--- src/rtl/serial_sub.sv ---
// serial_sub: bit-serial subtractor computing diff = a - b - borrow_in
// (mod 2^WIDTH), one bit per clock, LSB first.
//
// Ports:
//   clk        - clock, all state updates on rising edge
//   rst        - synchronous active-high reset
//   start      - begin a subtraction (accepted only in IDLE)
//   a, b       - minuend / subtrahend, latched on the accepting edge
//   borrow_in  - initial borrow, latched on the accepting edge
//   busy       - high while bits are being processed (RUN)
//   done       - one-cycle pulse, result valid (DONE)
//   diff       - result, updated on entry to DONE and held until the next
//                operation completes
//   borrow_out - final borrow (1 when a < b + borrow_in, unsigned)
//   zero       - high when diff == 0
//
// Latency: accepting edge is edge 0; bits 0..WIDTH-1 are processed on edges
// 1..WIDTH; done is high in the cycle after edge WIDTH.
module serial_sub #(
  parameter int unsigned WIDTH = 8
) (
  input  logic             clk,
  input  logic             rst,
  input  logic             start,
  input  logic [WIDTH-1:0] a,
  input  logic [WIDTH-1:0] b,
  input  logic             borrow_in,
  output logic             busy,
  output logic             done,
  output logic [WIDTH-1:0] diff,
  output logic             borrow_out,
  output logic             zero
);

  localparam int unsigned    CW       = (WIDTH > 1) ? $clog2(WIDTH) : 1;
  localparam logic [CW-1:0]  LAST_BIT = CW'(WIDTH - 1);

  typedef enum logic [1:0] {
    IDLE,
    RUN,
    DONE
  } state_t;

  state_t state;
  state_t state_next;

  // Operand shift registers: bit 0 always holds operand bit i = cnt.
  logic [WIDTH-1:0] a_sr;
  logic [WIDTH-1:0] b_sr;
  // Partial result, filled from the top so bit 0 lands at the LSB after
  // WIDTH shifts. Kept internal so diff never shows intermediate bits.
  logic [WIDTH-1:0] acc;
  logic             bw;
  logic [CW-1:0]    cnt;

  logic             a_i;
  logic             b_i;
  logic             d_i;
  logic             bw_nx;
  logic             last;
  logic [WIDTH-1:0] acc_nx;

  // Single-bit full subtractor on the current bit position.
  always_comb begin
    a_i    = a_sr[0];
    b_i    = b_sr[0];
    d_i    = a_i ^ b_i ^ bw;
    bw_nx  = (~a_i & b_i) | (~(a_i ^ b_i) & bw);
    acc_nx = {d_i, acc[WIDTH-1:1]};
    last   = (cnt == LAST_BIT);
  end

  // State register.
  always_ff @(posedge clk) begin
    if (rst) begin
      state <= IDLE;
    end else begin
      state <= state_next;
    end
  end

  // Next-state and status outputs.
  always_comb begin
    state_next = state;
    busy       = 1'b0;
    done       = 1'b0;
    case (state)
      IDLE: begin
        if (start) begin
          state_next = RUN;
        end
      end
      RUN: begin
        busy = 1'b1;
        if (last) begin
          state_next = DONE;
        end
      end
      DONE: begin
        done       = 1'b1;
        state_next = IDLE;
      end
      default: begin
        state_next = IDLE;
      end
    endcase
  end

  // Datapath. start is only honoured in IDLE, so RUN/DONE ignore it.
  always_ff @(posedge clk) begin
    if (rst) begin
      a_sr       <= '0;
      b_sr       <= '0;
      acc        <= '0;
      bw         <= 1'b0;
      cnt        <= '0;
      diff       <= '0;
      borrow_out <= 1'b0;
      zero       <= 1'b1;
    end else begin
      case (state)
        IDLE: begin
          if (start) begin
            a_sr <= a;
            b_sr <= b;
            bw   <= borrow_in;
            cnt  <= '0;
          end
        end
        RUN: begin
          a_sr <= a_sr >> 1;
          b_sr <= b_sr >> 1;
          acc  <= acc_nx;
          bw   <= bw_nx;
          if (last) begin
            // Publish the complete result on the edge that processes the
            // final bit so it is visible in the DONE cycle.
            diff       <= acc_nx;
            borrow_out <= bw_nx;
            zero       <= (acc_nx == '0);
          end else begin
            cnt <= cnt + CW'(1);
          end
        end
        default: begin
        end
      endcase
    end
  end

endmodule

--- config.mk ---
export PLATFORM = sky130hd
export DESIGN_NAME = serial_sub
export DESIGN_NICKNAME = d
export VERILOG_FILES = /design/src/rtl/serial_sub.sv
export SDC_FILE = /design/constraint.sdc
export NUM_CORES = 1
export LEC_CHECK = 0
export CORE_UTILIZATION = 30
export CTS_BUF_LIST = sky130_fd_sc_hd__clkbuf_16
export DETAILED_ROUTE_END_ITERATION = 16
export GPL_TIMING_DRIVEN = 1
export PLACE_DENSITY = 0.53
export RECOVER_POWER = 100
export SETUP_SLACK_MARGIN = 0.05
export SLEW_MARGIN = 30
export SYNTH_ARGS = -nofsm -noshare
export SYNTH_HDL_FRONTEND = slang
export SYNTH_SLANG_ARGS = --single-unit
--- constraint.sdc ---
create_clock -name clk -period 2.6 [get_ports clk]
set_input_delay 0.52 -clock clk [delete_from_list [all_inputs] [get_ports clk]]
set_output_delay 0.52 -clock clk [all_outputs]
set_load 0.01 [all_outputs]
* After elaboration in Yosys (flattened, before gate mapping)
Cells that the tools add are included.
** Word-level totals
- Flip-flop bits (word level) :: 40
- Bits of input ports :: 20
- Output and inout bits :: 12
- Word-level logic and storage cells :: 44
** Cells by class
- Add/subtract/negate cells :: 1
- Equality and inequality tests :: 6
- Mux-type cells :: 14
- Bitwise logic cells :: 7
- Reductions and logical operators :: 7
** Operators by type and width (count)
- 8-bit one-hot mux with 2 select lines :: 2
- 8-bit two-way mux :: 2
- 8-bit logical NOT :: 1
- 3-bit two-way mux :: 2
- 2-bit inequality test, second input constant :: 3
- 3-bit one-hot mux with 2 select lines :: 1
- 2-bit AND reduction :: 3
- 2-bit two-way mux :: 2
- 2-bit one-hot mux with 2 select lines :: 1
- 3-bit by 1-bit adder with 3-bit output, second input constant :: 1
- 3-bit equality test, second input constant :: 1
- 1-bit two-way mux :: 3
- 3-bit AND reduction :: 1
- 1-bit AND :: 2
- 2-bit by 1-bit equality test with 1-bit output, second input constant :: 1
- 2-bit equality test, second input constant :: 1
- 2-bit logical NOT :: 1
- 1-bit NOT :: 2
- 1-bit one-hot mux with 2 select lines :: 1
- 2-bit nonzero test :: 1
- 1-bit bitwise XOR :: 2
- 1-bit OR :: 1

* Longest topological paths before layout
Gate-level depths: netlist of run 1.
- Depth after elaboration :: 5
- Mapped depth :: 7
- Mapped depth without buffers :: 5

* Least setup slack after synthesis of run 1
No wires, ideal clock.
- Path kind :: register -> register
- From :: register cnt[0]
- To :: register borrow_out
- Library setup time :: 0.086 ns
- Arrival time :: 1.340 ns
- Data required time :: 2.514 ns
- Setup slack :: 1.175 ns
- Stages on the path, launching flop included :: 7
- Buffers on the path :: 2
- Cells stage by stage :: dfxtp_1 ha_1 ha_1 buf_2 and3b_1 buf_2 a211oi_1
** On the way
- Cells in the longest elaborated chain, start to end :: 2
** RTL lines
- from (decl) :: RTL line 54 : logic [CW-1:0] cnt;
- from (signal assigned) :: RTL line 142 : cnt <= cnt + CW'(1);
- 3-bit equality test :: RTL line 70 : last = (cnt == LAST_BIT);
- 2-bit AND reduction (no line)
- to (signal assigned) :: RTL line 139 : borrow_out <= bw_nx;
- to (decl) :: RTL line 31 : output logic borrow_out,
Every way passes these cells.
A chain may end at the register's enable or synchronous reset.

* Worst setup path in the final report of run 1
- From :: register state[1]
- To :: output busy
** On the way
- Cells in the longest elaborated chain, start to end :: 2
** RTL lines
- from (decl) :: RTL line 44 : state_t state;
- from (signal assigned) :: RTL line 78 : state <= state_next;
- 2-bit by 1-bit equality test with 1-bit output :: RTL line 87 : case (state)
- 1-bit two-way mux :: RTL line 87
- to (decl) :: RTL line 28 : output logic busy,
Every way passes these cells.

==> results_dict.tcl, run 1 <==
set metrics [dict create \
    ant_nets 0 \
    placed_cell_area_mm2 0.00199 \
    outcome "complete, no violations" \
    synth_area_mm2 0.00167 \
    grt_pass1_wl_um 5730 \
    synth_nets 210 \
    diodes 0 \
    synth_top_area_frac 0.468 \
    io_pins 32 \
    dieHeight_um 76.6 \
    rows 26 \
    yosysWarnings 0 \
    yosys.area.top_type "dfxtp_1" \
    hp-start "diff[0]" \
    hold_buffers 0 \
    area_growth_pct 27.2 \
    synthArstFlopShare 0 \
    reg2reg_slack_ns 0.65 \
    syn_inst 187 \
    start_kind "register" \
    max_freq_mhz 448 \
    endpoint_kind "output pin" \
    ys.flop_type "dfxtp_1" \
    cts_setup_buffers 0 \
    grt_max_degree 40 \
    grt_usage 0.122 \
    rr_startpoint "state[0]" \
    worstHoldEndpoint "diff[0]" \
    power.density_mw_per_mm2 630 \
    postSynthAreaPerCell_um2 8.92 \
    die_area_mm2 0.00586 \
    grt.overflow.total 0 \
    grt_pass1_vias 1289 \
    hold_path_class "register to register" \
    first_pass_iters 4 \
    dp_hpwl_um 2070 \
    yosys-top-cells-area "dfxtp_1 (47%), mux2i_1 (9.6%), nand2_1 (7.7%)" \
    finalWirelength_um 3210 \
    hold_path_depth 2 \
    min_period_ns 2.23 \
    cp.required_ns 2.08 \
    clkSlewWorstSetupHoldPaths_ns 0.05 \
    stdcell_area_mm2 0.00212 \
    r2r_cells 4 \
    clockRootBuffer "clkbuf_16" \
    clkLatencyLatePin_ns 0.27 \
    first_iter_violations 80 \
    crit_fanout 8 \
    drive_gt1_frac 0.0469 \
    synth_seq_cells 39 \
    synth-edff-count 0 \
    antenna_found_initial 0 \
    synth_cell_type_count 29 \
    vias_per_cell 4.66 \
    mostFrequentLayoutCells "dfxtp_1 (39), nand2_1 (34), a21oi_1 (19), nor2_1 (19), clkdlybuf4s50_1 (19)" \
    maxSlewViolCount 0 \
    finClkSkew_ns 0.00384 \
    cts.sinks 39 \
    max_cap_viol_count 0 \
    arrival_ns 1.71 \
    wl_per_cell_um 11.3 \
    cts_tree "built" \
    htreeDepth 2 \
    ctsResizeCount 0 \
    numCtsBuffers 5 \
    tns_ns 0 \
    final_common_cell "dfxtp_1" \
    numPortBuffers 31 \
    cp_cell_sequence "nand2b_1 -> clkinv_1 -> clkdlybuf4s50_1" \
    critPathMaxStageDelay_ns 0.55 \
    finalPower_mw 1.34 \
    cts.path.max_buffers 2 \
    finalSetupViolCount 0 \
    grt_setup_unrepaired "false" \
    gp_congestion 0.720 \
    start_util 0.318 \
    seq_area_frac_synth 0.468 \
    critPathKind "register to output pin" \
    die_w_um 76.6 \
    tightest_slew_ns 0.937 \
    regToRegEndpoint "b_sr[2]" \
    core_area_mm2 0.00524 \
    vias 1318 \
    hold_viol 0 \
    slew_headroom 0.375 \
    power_leakage_nw 0.792 \
    ir_drop_mv 0.278 \
    drc 0 \
    final.period_utilization 0.859 \
    slowest_stage "clkdlybuf4s50_1" \
    num-nets-final 237 \
]
## layout make-up
cell class	instances	area (µm²)
multi-input cells	129	772
clock buffers	5	125
flip-flops and latches	39	781
fillers	550	3120
clock inverters	1	7.51
well taps	70	87.6
repair buffers	34	330
inverters	5	18.8
## metrics by stage
stage / hold WS, ns / util / setup slack [ns] / cells
after floorplan: 0.445 / - / 1.17 / 187
after global placement: 0.446 / 0.380 / 0.581 / 277
after detailed placement: 0.449 / 0.380 / 0.574 / 277
after CTS: 0.457 / 0.406 / 0.333 / 283
after global routing: 0.473 / 0.405 / 0.223 / 283
final: 0.448 / 0.405 / 0.367 / 283
## worst max-delay path, delay by kind of cell, from the launching register on
kind          cells  cell delay [ns]
buf+inv           2             0.84
flops             1             0.31
simple gates      1             0.29
## state kept, by name (all words and copies together), names as in the netlist
name,count
zero,1
acc,7
borrow_out,1
diff,8
state,2
bw,1
a_sr,8
cnt,3
b_sr,8
## power breakdown
| part | switching, mW | internal, mW | leakage (nW) |
|---|---|---|---|
| sequential | 0.0161 | 0.626 | 0.319 |
| clock | 0.213 | 0.344 | 0.0618 |
| combinational | 0.0685 | 0.0694 | 0.411 |
## Yosys cell counts, types with 2 or more instances
master,count
nor2_1,19
nand3_1,5
clkbuf_1,3
a21oi_1,19
dfxtp_1,39
nor4_1,2
nand2_1,34
a31oi_1,3
o21ai_0,2
inv_1,4
nand4bb_1,2
a211oi_1,16
mux2i_1,16
buf_2,7
ha_1,2
## logic make-up (layout without fill, tap and decap cells)
group | Yosys count | count (layout) | synth area share
flip-flops | 39 | 39 | 0.468
buffers and inverters | 19 | 45 | 0.0690
AND/OR/NAND/NOR | 68 | 68 | 0.183
AO/OA/AOI/OAI | 42 | 42 | 0.157
multiplexers | 16 | 16 | 0.0960
adder cells (fa/ha/maj) | 3 | 3 | 0.0270
## per-layer routing
| metal | up-vias | GRT usage | routed length, µm |
|---|---|---|---|
| li1 | 695 | - | - |
| met1 | 603 | 0.147 | 1570 |
| met2 | 18 | 0.200 | 1520 |
| met3 | 2 | 0.0395 | 91 |
| met4 | 0 | 0.0519 | 26 |
| met5 | - | 0 | 0 |
## how the worst max path moves through the flow
stage | depth (start not counted) | slack [ns] | endpoint | start
3_5_place_dp | 4 | 0.57 | b_sr[2] | start
5_1_grt | 3 | 0.22 | busy | state[1]
6_report | 3 | 0.37 | busy | state[1]
3_3_place_gp | 4 | 0.58 | a_sr[5] | start
4_1_cts | 3 | 0.33 | busy | state[1]
2_1_floorplan | 6 | 1.17 | borrow_out | cnt[0]
Note: power is estimated with default switching activity, not from simulation.
==> inputs of run 2 (changes only) <==
Settings changed: DONT_BUFFER_PORTS set to 1, PLACE_DENSITY 0.53 to 0.46.
==> results_dict.tcl, run 2 (synthesis results as in run 1) <==
set metrics [dict create \
    grt_max_degree 40 \
    first_iter_violations 49 \
    die_w_um 76.6 \
    diodes 0 \
    endpoint_kind "register" \
    hold_buffers 0 \
    dp_slack_ns 0.924 \
    finalSetupViolCount 0 \
    ir_drop_mv 0.320 \
    antenna_found_initial 0 \
    r2r_cells 3 \
    vias 1249 \
    cts.sinks 39 \
    placed_cell_area_mm2 0.00167 \
    grt_pass1_wl_um 5410 \
    critPathKind "register to register" \
    numPortBuffers 0 \
    maxSlewViolCount 0 \
    cp.required_ns 2.79 \
    power.density_mw_per_mm2 730 \
    stdcell_area_mm2 0.00180 \
    drc 0 \
    clkSlewWorstSetupHoldPaths_ns 0.06 \
    outcome "complete, no violations" \
    start_util 0.318 \
    start_kind "register" \
    hold_viol 0 \
    rr_startpoint "state[0]" \
    whs_ns 0.308 \
    grt_setup_unrepaired "false" \
    reg2reg_slack_ns 0.52 \
    crit_fanout 19 \
    ant_nets 0 \
    die_area_mm2 0.00586 \
    worst_slack_ns 0.520 \
    cts.path.max_buffers 2 \
    cts_setup_buffers 0 \
    setup.worst_path.end "bw" \
    dieHeight_um 76.6 \
    gp_congestion 0.739 \
    rows 26 \
    grt_pass1_vias 1160 \
    min_period_ns 2.08 \
    vias_per_cell 4.96 \
    hold_path_depth 1 \
    grt_usage 0.119 \
    area_growth_pct 7.73 \
    clkLatencyLatePin_ns 0.28 \
    finClkSkew_ns 0.00658 \
    tightest_slew_ns 1.26 \
    mostFrequentLayoutCells "dfxtp_1 (39), nand2_1 (34), a21oi_1 (19), nor2_1 (19)" \
    num-nets-final 204 \
    cts_tree "built" \
    final.period_utilization 0.800 \
    drive_gt1_frac 0.0385 \
    utilization 0.343 \
    arrival_ns 2.27 \
    final_common_cell "dfxtp_1" \
    wl_per_cell_um 13.0 \
    power_leakage_nw 0.642 \
    critPathLaunch "state[0]" \
    finalWirelength_um 3280 \
    ctsResizeCount 0 \
    reg_top3 "a_sr (8), b_sr (8), diff (8)" \
    max_freq_mhz 481 \
    dp.cells 244 \
    numCtsBuffers 5 \
    htreeDepth 2 \
    layout.cells.non_filler 252 \
    slew_headroom 0.162 \
    core_area_mm2 0.00524 \
    dp_hpwl_um 2240 \
    regToRegEndpoint "bw" \
    tns_ns 0 \
    finalPower_mw 1.31 \
    first_pass_iters 4 \
    grt.overflow.total 0 \
    clockRootBuffer "clkbuf_16" \
    io_pins 32 \
    hold_path_class "primary input to register" \
    max_cap_viol_count 0 \
]
==> run 2: final cells by class <==
| class | count | area (µm²) |
|---|---|---|
| inverters | 5 | 18.8 |
| clock inverters | 3 | 12.5 |
| repair buffers | 1 | 3.75 |
| clock buffers | 5 | 125 |
| multi-input cells | 129 | 768 |
| well taps | 70 | 87.6 |
| flip-flops and latches | 39 | 781 |
| fillers | 545 | 3440 |
==> run 2: layer usage <==
metal	vias up	global-route usage	share of wire
met2	31	0.184	0.45
met4	0	0.0712	0.021
li1	637	-	-
met5	-	0	0
met1	574	0.138	0.47
met3	7	0.0467	0.062
==> run 2: power breakdown <==
part / total (mW) / switching [mW] / internal [mW]
combinational: 0.0944 / 0.0508 / 0.0436
clock: 0.572 / 0.226 / 0.346
sequential: 0.645 / 0.0191 / 0.626
total: 1.31 / 0.296 / 1.02
==> run 2: how the worst min path moves through the flow <==
stage,start,end,slack [ns]
6_report,rst,diff[7],0.31
5_1_grt,rst,diff[7],0.30
4_1_cts,rst,acc[6],0.30
3_5_place_dp,acc[1],acc[1],0.47
3_3_place_gp,cnt[1],cnt[1],0.47
2_1_floorplan,acc[1],diff[0],0.45
==> run 2: critical path, cell delays in order, from the launching register on <==
cell and delay, ns:
dfxtp_1 0.55, clkbuf_1 0.97, mux2i_1 0.19, a211oi_1 0.27
